### src/rtl/caf_ctrl_pkg.sv
// Shared definitions for the CAF lag-sweep controller.
// Contents: FSM state encoding, clog2 helper for counter widths,
// and a legality check for the sweep/address parameters.
package caf_ctrl_pkg;

  typedef enum logic [1:0] {
    ST_IDLE  = 2'd0,
    ST_FEED  = 2'd1,
    ST_DRAIN = 2'd2,
    ST_HOLD  = 2'd3
  } state_t;

  // Smallest b with 2**b >= value (0 for value <= 1).
  function automatic int clog2(input int value);
    int result;
    result = 32'sd0;
    for (int b = 0; b < 31; b++) begin
      if ((32'sd1 << b) < value) result = b + 32'sd1;
    end
    return result;
  endfunction

  // Every lag's last read must fit the RAM, and the lag index must hold num_lags-1.
  function automatic bit params_ok(input int length, input int num_lags,
                                   input int addr_bits, input int lag_bits);
    return (length >= 32'sd1) && (num_lags >= 32'sd1) &&
           ((length + num_lags - 32'sd1) <= (32'sd1 << addr_bits)) &&
           ((32'sd1 << lag_bits) >= num_lags);
  endfunction

endpackage

### src/rtl/dot_prod_lag_ctrl_if.sv
// Bus bundle between the lag-sweep controller, the sample RAMs / dot-product
// pipeline, and the result consumer.
//   master: controller side (drives RAM reads, samples valid, result port)
//   slave : environment side (RAMs, dot_prod_pip, result sink)
interface dot_prod_lag_ctrl_if #(
  parameter int addr_bits = 8,
  parameter int lag_bits  = 3,
  parameter int i_bits    = 24,
  parameter int q_bits    = 24
);
  logic                 rd_en;
  logic [addr_bits-1:0] ref_addr;
  logic [addr_bits-1:0] rx_addr;
  logic                 dp_samples_tvalid;
  logic                 dp_product_tready;
  logic                 dp_product_tvalid;
  logic [i_bits-1:0]    dp_i;
  logic [q_bits-1:0]    dp_q;
  logic                 out_tvalid;
  logic                 out_tready;
  logic [i_bits-1:0]    out_i;
  logic [q_bits-1:0]    out_q;
  logic [lag_bits-1:0]  out_lag;

  modport master (
    output rd_en, ref_addr, rx_addr, dp_samples_tvalid, dp_product_tready,
    input  dp_product_tvalid, dp_i, dp_q,
    output out_tvalid, out_i, out_q, out_lag,
    input  out_tready
  );

  modport slave (
    input  rd_en, ref_addr, rx_addr, dp_samples_tvalid, dp_product_tready,
    output dp_product_tvalid, dp_i, dp_q,
    input  out_tvalid, out_i, out_q, out_lag,
    output out_tready
  );
endinterface

### src/rtl/dot_prod_addr_gen.sv
// Sample index / lag counters and RAM address generation.
// Ports: clk, reset (sync, active-high); i_clr zeroes n and lag; i_step
// advances n (wrapping after length-1); i_next_lag advances lag;
// i_feed_nxt is the next-cycle read strobe. Outputs rd_en, ref_addr = n,
// rx_addr = n + lag (mod 2**addr_bits), current lag, last_n / last_lag flags.
module dot_prod_addr_gen
  import caf_ctrl_pkg::*;
#(
  parameter int length    = 5,
  parameter int num_lags  = 4,
  parameter int addr_bits = 8,
  parameter int lag_bits  = 3
) (
  input  logic                 clk,
  input  logic                 reset,
  input  logic                 i_clr,
  input  logic                 i_step,
  input  logic                 i_next_lag,
  input  logic                 i_feed_nxt,
  output logic                 o_rd_en,
  output logic [addr_bits-1:0] o_ref_addr,
  output logic [addr_bits-1:0] o_rx_addr,
  output logic [lag_bits-1:0]  o_lag,
  output logic                 o_last_n,
  output logic                 o_last_lag
);
  localparam int n_bits = (length > 32'sd1) ? clog2(length) : 32'sd1;
  localparam logic [n_bits-1:0]   n_last   = n_bits'(length - 32'sd1);
  localparam logic [lag_bits-1:0] lag_last = lag_bits'(num_lags - 32'sd1);

  logic [n_bits-1:0]   r_n;
  logic [lag_bits-1:0] r_lag;
  logic                r_rd_en;

  // n / lag counters and the registered read strobe
  always_ff @(posedge clk) begin
    if (reset) begin
      r_n     <= '0;
      r_lag   <= '0;
      r_rd_en <= 1'b0;
    end else begin
      r_rd_en <= i_feed_nxt;
      if (i_clr) begin
        r_n   <= '0;
        r_lag <= '0;
      end else begin
        // n returns to 0 after the last read so the next lag starts clean
        if (i_step) r_n <= o_last_n ? '0 : (r_n + n_bits'(1));
        if (i_next_lag) r_lag <= r_lag + lag_bits'(1);
      end
    end
  end

  assign o_last_n   = (r_n == n_last);
  assign o_last_lag = (r_lag == lag_last);
  assign o_rd_en    = r_rd_en;
  assign o_lag      = r_lag;
  assign o_ref_addr = addr_bits'(r_n);
  assign o_rx_addr  = addr_bits'(r_n) + addr_bits'(r_lag);

endmodule

### src/rtl/dot_prod_lag_ctrl.sv
// Lag-sweep sequencer for dot_prod_pip in the CAF path.
// Ports: clk, reset (sync, active-high); start (sampled in IDLE);
// busy / done (1-cycle pulse) / err (sticky stray-result flag);
// bus (master): RAM reads, samples valid, product ready/valid/data,
// and the backpressured per-lag result port out_*.
module dot_prod_lag_ctrl
  import caf_ctrl_pkg::*;
#(
  parameter int length    = 5,
  parameter int num_lags  = 4,
  parameter int addr_bits = 8,
  parameter int lag_bits  = 3,
  parameter int i_bits    = 24,
  parameter int q_bits    = 24
) (
  input  logic clk,
  input  logic reset,
  input  logic start,
  output logic busy,
  output logic done,
  output logic err,
  dot_prod_lag_ctrl_if.master bus
);
  if (!params_ok(length, num_lags, addr_bits, lag_bits)) begin : g_param_check
    $error("dot_prod_lag_ctrl: illegal length/num_lags/addr_bits/lag_bits");
  end

  state_t              r_state, w_state_nxt;
  logic                w_clr, w_step, w_next_lag, w_capture, w_accept, w_done_nxt, w_stray;
  logic                w_rd_en, w_last_n, w_last_lag;
  logic [lag_bits-1:0] w_lag;
  logic                r_done, r_err, r_samples_tvalid, r_product_tready, r_out_tvalid;
  logic [i_bits-1:0]   r_out_i;
  logic [q_bits-1:0]   r_out_q;
  logic [lag_bits-1:0] r_out_lag;

  dot_prod_addr_gen #(
    .length(length), .num_lags(num_lags), .addr_bits(addr_bits), .lag_bits(lag_bits)
  ) u_addr_gen (
    .clk        (clk),
    .reset      (reset),
    .i_clr      (w_clr),
    .i_step     (w_step),
    .i_next_lag (w_next_lag),
    .i_feed_nxt (w_state_nxt == ST_FEED),
    .o_rd_en    (w_rd_en),
    .o_ref_addr (bus.ref_addr),
    .o_rx_addr  (bus.rx_addr),
    .o_lag      (w_lag),
    .o_last_n   (w_last_n),
    .o_last_lag (w_last_lag)
  );

  // FSM state register
  always_ff @(posedge clk) begin
    if (reset) r_state <= ST_IDLE;
    else       r_state <= w_state_nxt;
  end

  // FSM next state and per-cycle control strobes
  always_comb begin
    w_state_nxt = r_state;
    w_clr       = 1'b0;
    w_step      = 1'b0;
    w_next_lag  = 1'b0;
    w_capture   = 1'b0;
    w_accept    = 1'b0;
    w_done_nxt  = 1'b0;
    case (r_state)
      ST_IDLE: begin
        if (start) begin
          w_clr       = 1'b1;
          w_state_nxt = ST_FEED;
        end else begin
          w_state_nxt = ST_IDLE;
        end
      end
      ST_FEED: begin
        w_step = 1'b1;
        if (w_last_n) w_state_nxt = ST_DRAIN;
        else          w_state_nxt = ST_FEED;
      end
      ST_DRAIN: begin
        if (bus.dp_product_tvalid) begin
          w_capture   = 1'b1;
          w_state_nxt = ST_HOLD;
        end else begin
          w_state_nxt = ST_DRAIN;
        end
      end
      ST_HOLD: begin
        if (r_out_tvalid && bus.out_tready) begin
          w_accept = 1'b1;
          if (w_last_lag) begin
            w_done_nxt  = 1'b1;
            w_state_nxt = ST_IDLE;
          end else begin
            w_next_lag  = 1'b1;
            w_state_nxt = ST_FEED;
          end
        end else begin
          w_state_nxt = ST_HOLD;
        end
      end
      default: w_state_nxt = ST_IDLE;
    endcase
    // a result outside DRAIN has no lag to belong to
    w_stray = bus.dp_product_tvalid && r_product_tready && (r_state != ST_DRAIN);
  end

  // status, sample-valid alignment and held result registers
  always_ff @(posedge clk) begin
    if (reset) begin
      r_done           <= 1'b0;
      r_err            <= 1'b0;
      r_samples_tvalid <= 1'b0;
      r_product_tready <= 1'b0;
      r_out_tvalid     <= 1'b0;
      r_out_i          <= '0;
      r_out_q          <= '0;
      r_out_lag        <= '0;
    end else begin
      r_product_tready <= 1'b1;
      // RAM data arrives one cycle after the read strobe
      r_samples_tvalid <= w_rd_en;
      r_done           <= w_done_nxt;
      // a stray result in the same cycle as start still counts
      if (w_stray)    r_err <= 1'b1;
      else if (w_clr) r_err <= 1'b0;
      if (w_capture) begin
        r_out_tvalid <= 1'b1;
        r_out_i      <= bus.dp_i;
        r_out_q      <= bus.dp_q;
        r_out_lag    <= w_lag;
      end else if (w_accept) begin
        r_out_tvalid <= 1'b0;
      end
    end
  end

  assign busy                  = (r_state != ST_IDLE);
  assign done                  = r_done;
  assign err                   = r_err;
  assign bus.rd_en             = w_rd_en;
  assign bus.dp_samples_tvalid = r_samples_tvalid;
  assign bus.dp_product_tready = r_product_tready;
  assign bus.out_tvalid        = r_out_tvalid;
  assign bus.out_i             = r_out_i;
  assign bus.out_q             = r_out_q;
  assign bus.out_lag           = r_out_lag;

endmodule

### src/flat_wrapper.sv
// flat-port wrapper written by rule: the top's interface ports become plain ports
module dot_prod_lag_ctrl_flat import caf_ctrl_pkg::*;
#(
  parameter int length    = 5,
  parameter int num_lags  = 4,
  parameter int addr_bits = 8,
  parameter int lag_bits  = 3,
  parameter int i_bits    = 24,
  parameter int q_bits    = 24
)
  (clk, reset, start, busy, done, err, bus_rd_en, bus_ref_addr, bus_rx_addr, bus_dp_samples_tvalid, bus_dp_product_tready, bus_dp_product_tvalid, bus_dp_i, bus_dp_q, bus_out_tvalid, bus_out_i, bus_out_q, bus_out_lag, bus_out_tready);
  dot_prod_lag_ctrl_if #(.addr_bits(addr_bits), .lag_bits(lag_bits), .i_bits(i_bits), .q_bits(q_bits)) bus_i ();
  input  logic clk;
  input  logic reset;
  input  logic start;
  output logic busy;
  output logic done;
  output logic err;
  output wire logic [$bits(bus_i.rd_en)-1:0] bus_rd_en;
  output wire logic [$bits(bus_i.ref_addr)-1:0] bus_ref_addr;
  output wire logic [$bits(bus_i.rx_addr)-1:0] bus_rx_addr;
  output wire logic [$bits(bus_i.dp_samples_tvalid)-1:0] bus_dp_samples_tvalid;
  output wire logic [$bits(bus_i.dp_product_tready)-1:0] bus_dp_product_tready;
  input wire logic [$bits(bus_i.dp_product_tvalid)-1:0] bus_dp_product_tvalid;
  input wire logic [$bits(bus_i.dp_i)-1:0] bus_dp_i;
  input wire logic [$bits(bus_i.dp_q)-1:0] bus_dp_q;
  output wire logic [$bits(bus_i.out_tvalid)-1:0] bus_out_tvalid;
  output wire logic [$bits(bus_i.out_i)-1:0] bus_out_i;
  output wire logic [$bits(bus_i.out_q)-1:0] bus_out_q;
  output wire logic [$bits(bus_i.out_lag)-1:0] bus_out_lag;
  input wire logic [$bits(bus_i.out_tready)-1:0] bus_out_tready;
  assign bus_rd_en = bus_i.rd_en;
  assign bus_ref_addr = bus_i.ref_addr;
  assign bus_rx_addr = bus_i.rx_addr;
  assign bus_dp_samples_tvalid = bus_i.dp_samples_tvalid;
  assign bus_dp_product_tready = bus_i.dp_product_tready;
  assign bus_i.dp_product_tvalid = bus_dp_product_tvalid;
  assign bus_i.dp_i = bus_dp_i;
  assign bus_i.dp_q = bus_dp_q;
  assign bus_out_tvalid = bus_i.out_tvalid;
  assign bus_out_i = bus_i.out_i;
  assign bus_out_q = bus_i.out_q;
  assign bus_out_lag = bus_i.out_lag;
  assign bus_i.out_tready = bus_out_tready;
  dot_prod_lag_ctrl #(.length(length), .num_lags(num_lags), .addr_bits(addr_bits), .lag_bits(lag_bits), .i_bits(i_bits), .q_bits(q_bits)) u_core (.clk(clk), .reset(reset), .start(start), .busy(busy), .done(done), .err(err), .bus(bus_i));
endmodule
### config.mk
export PLATFORM = sky130hd
export DESIGN_NAME = dot_prod_lag_ctrl_flat
export DESIGN_NICKNAME = d
export VERILOG_FILES = /design/src/rtl/caf_ctrl_pkg.sv /design/src/rtl/dot_prod_lag_ctrl_if.sv /design/src/rtl/dot_prod_addr_gen.sv /design/src/rtl/dot_prod_lag_ctrl.sv /design/src/flat_wrapper.sv
export SDC_FILE = /design/constraint.sdc
export NUM_CORES = 1
export LEC_CHECK = 0
export ABC_AREA = 1
export BUFFER_PORTS_ARGS = -buffer_cell sky130_fd_sc_hd__buf_2
export CORE_ASPECT_RATIO = 0.6
export CORE_UTILIZATION = 35
export CTS_CLUSTER_SIZE = 14
export DETAILED_ROUTE_END_ITERATION = 10
export PLACE_DENSITY = 0.64
export SETUP_SLACK_MARGIN = 0.2
export SYNTH_ARGS = -nofsm -noshare
export SYNTH_HDL_FRONTEND = slang
export SYNTH_HIERARCHICAL = 1
export SYNTH_SLANG_ARGS = --single-unit
export TNS_END_PERCENT = 50
### constraint.sdc
create_clock -name clk -period 3.24 [get_ports clk]
set_clock_uncertainty 0.05 [all_clocks]
set_input_delay 0.972 -clock clk [delete_from_list [all_inputs] [get_ports clk]]
set_output_delay 0.972 -clock clk [all_outputs]
set_load 0.03 [all_outputs]
==> metrics.md <==
| Metric | Value |
|---|---|
| Outcome | `finished clean` |
| Die X | `114 um` |
| Die Height | `69.0 um` |
| Setup TNS Final | `0 ns` |
| Post-synth top cells | `inv_1, dfxtp_1, a21oi_1` |
| Fin crit period | `2.71 ns` |
| Clock sinks | `65` |
| Main synth FF type | `dfxtp_1` |
| Multiplexer share of the synthesized area | `0%` |
| Worst relative slew slack | `64.9%` |
| Hold crit path type | `reg -> reg` |
| Crit path DAT | `1.69 ns` |
| WS Path Type | `reg -> out` |
| DR pass1 iterations | `4` |
| CTS tree | `built` |
| Crit-path slowest cell | `dfxtp_1` |
| Crit path max-delay family | `adder cells` |
| Placer Congestion | `0.809` |
| Area growth, synth to finish | `34.2%` |
| Max VDD drop | `0.000315 V` |
| First-pass GRT wire length | `9350 um` |
| Wirelength per Cell | `10.8 um` |
| Unrepaired setup endpoints after global routing | `false` |
| Pwr Total | `1860 uW` |
| Leak | `0.00166 uW` |
| Later-pin clock latency in the skew report | `0.32 ns` |
| Slowest stage delay, CP | `0.41 ns` |
| Final hold violation count | `0` |
| Num CTS Buffers | `9` |
| Flops & latches, synth | `65` |
| Vias in the first global route | `2027` |
| Clk buf depth | `2` |
| CTS HTree Levels | `3` |
| Placed wire-length estimate | `4230 um` |
| Initial DRC count | `134` |
| Distinct cells, synth | `24` |
| Startpoint types | `flip-flop` |
| Hold Buf Count CTS | `0` |
| Synth Cell Area | `2620 sq um` |
| N_diodes | `0` |
| Yosys top cell by area | `dfxtp_1` |
| Tcrit/Tclk final | `83.7%` |
| Gr ovfl total | `0` |
| Pins Over Slew Limit | `0` |
| Synth Instances | `322` |
| Count leader, synth | `inv_1` |
| Synth Area in Compound Gates | `22.0%` |
| Largest family of logic cells by synthesized area | `compound AO/OA/AOI/OAI gates` |
| Final core occ | `48.6%` |
| Worst-path cell chain | `ha_1 -> inv_1 -> fa_1 -> xnor2_1 -> buf_2` |
| WL final | `5890 um` |
| Worst Setup End Kind | `output pin` |
| Proportion of layout cells with a drive suffix above 1 | `31.5%` |
| Actual slew at the worst max-slew pin | `0.527 ns` |
| XOR/XNOR share of the synthesized area | `0.669%` |
| Routed vias | `2310` |
| Clock transition at the registers of the reported paths | `0.05 ns` |
| Worst Hold Slack | `0.379 ns` |
| Initial Utilization | `36.2%` |
| Seq/Total Area, Yosys | `49.7%` |
| # IOs | `127` |
| Fmax | `369 MHz` |
| Largest net degree at the start of global routing | `55` |
| Root buffer cell | `clkbuf_16` |
| Ys Warns | `6` |
| Async S/R FF share, synth | `0%` |
| Die area | `7850 sq um` |
| Setup Buffers After CTS | `0` |
| Post-synthesis simple-gate area fraction | `6.02%` |
| Final Net Count | `497` |
| Data required, critical path | `2.22 ns` |
| ANT nets after route | `0` |
| Syn_area_per_cell | `8.14 sq um` |
| Share of the synthesized area in the top cell type | `49.7%` |
| Post-synthesis adder-cell area fraction | `4.11%` |
| Synth area leaders | `dfxtp_1, a21oi_1, inv_1` |
| Port Buf Inserts | `117` |
| Tot GR Track Use | `15.5%` |
| Initial antenna violation count | `0` |
| Gates resized, CTS repair | `0` |
| Vias per cell | `4.24` |
| # DRC | `0` |
| Row cnt | `24` |
| Power per cell area | `530 nW/um^2` |
| MaxCap Viol Count | `0` |
| Crit path max fanout | `5` |
| Final instance area | `3520 sq um` |
| Final setup fails | `0` |
| Number of synthesized flops with an enable pin | `0` |
| Core Footprint | `7240 sq um` |
| Area after DPL | `3230 sq um` |
| Buf+Inv Stages, Crit Path | `2` |
==> path summary, 6_finish.rpt <==
check / slack, ns / depth (start not counted) / from / end
max: 0.53 / 5 / u_core/u_addr_gen/r_n[0] / bus_rx_addr[2]
min: 0.38 / 2 / u_core/u_addr_gen/o_rd_en / u_core/bus.dp_samples_tvalid
max reg2reg: 1.52 / 4 / u_core/r_state[1] / u_core/bus.out_i[17]
min reg2reg: 0.38 / 2 / u_core/u_addr_gen/o_rd_en / u_core/bus.dp_samples_tvalid
==> per-stage QoR <==
stage | setup WS (ns) | std cells
2_1_floorplan | 0.501 | 330
3_3_place_gp | 0.902 | 529
5_1_grt | 0.404 | 545
6_report | 0.528 | 545
4_1_cts | 0.506 | 545
3_5_place_dp | 0.855 | 529
==> registers in the layout, indices dropped and copies added (netlist names), 2 cells and up <==
register and count:
u_core/bus.out_i 24, u_core/bus.out_lag 3, u_core/bus.out_q 24, u_core/r_state 2
u_core/u_addr_gen/o_lag 3, u_core/u_addr_gen/r_n 3
==> routing by layer <==
layer | up-vias | share of wire [%] | GRT usage (%)
li1 | 1233 | - | -
met2 | 81 | 39 | 21.5
met4 | 0 | 1.6 | 6.58
met1 | 986 | 51 | 21.1
met3 | 10 | 8.0 | 6.16
met5 | - | 0 | 0
==> layout by cell type, fill, tap and decap left out, drive strengths merged, types with 7 or more instances in the layout <==
cell type  instances
nand2             15
buf              120
inv               72
nand3              7
conb               9
dfxtp             65
ha                 7
o21ai             55
nor2              10
a21oi             58
clkbuf            13
==> where the power goes <==
part | internal [uW] | leakage [uW] | total [uW] | switching (uW)
combinational | 42.9 | 0.000995 | 118 | 75.3
clock | 614 | 0.000144 | 935 | 321
sequential | 806 | 0.000525 | 811 | 4.77
total | 1460 | 0.00166 | 1860 | 401
==> logic make-up (layout without fill, tap and decap cells) <==
group	Yosys count	in the layout
other	1	9
buffers and inverters	98	209
and+or+nand+nor	35	35
DFF	65	65
adders and majority gates	8	8
xor gates and xnor gates	2	2
AOI/OAI and AO/OA	113	113
==> tightest hold or removal path: stages, from the launching register on <==
cell and delay, ns:
dfxtp_1 0.31, inv_1 0.05, nor2_1 0.03
==> area by class of cell <==
cell class | count | area [sq um]
inverters | 73 | 274
flip-flops and latches | 65 | 1300
multi-input cells | 167 | 901
well taps | 104 | 130
fillers | 736 | 3720
clock inverters | 3 | 40.0
repair buffers | 120 | 621
clock buffers | 13 | 250
(Power assumes the default switching activity.)
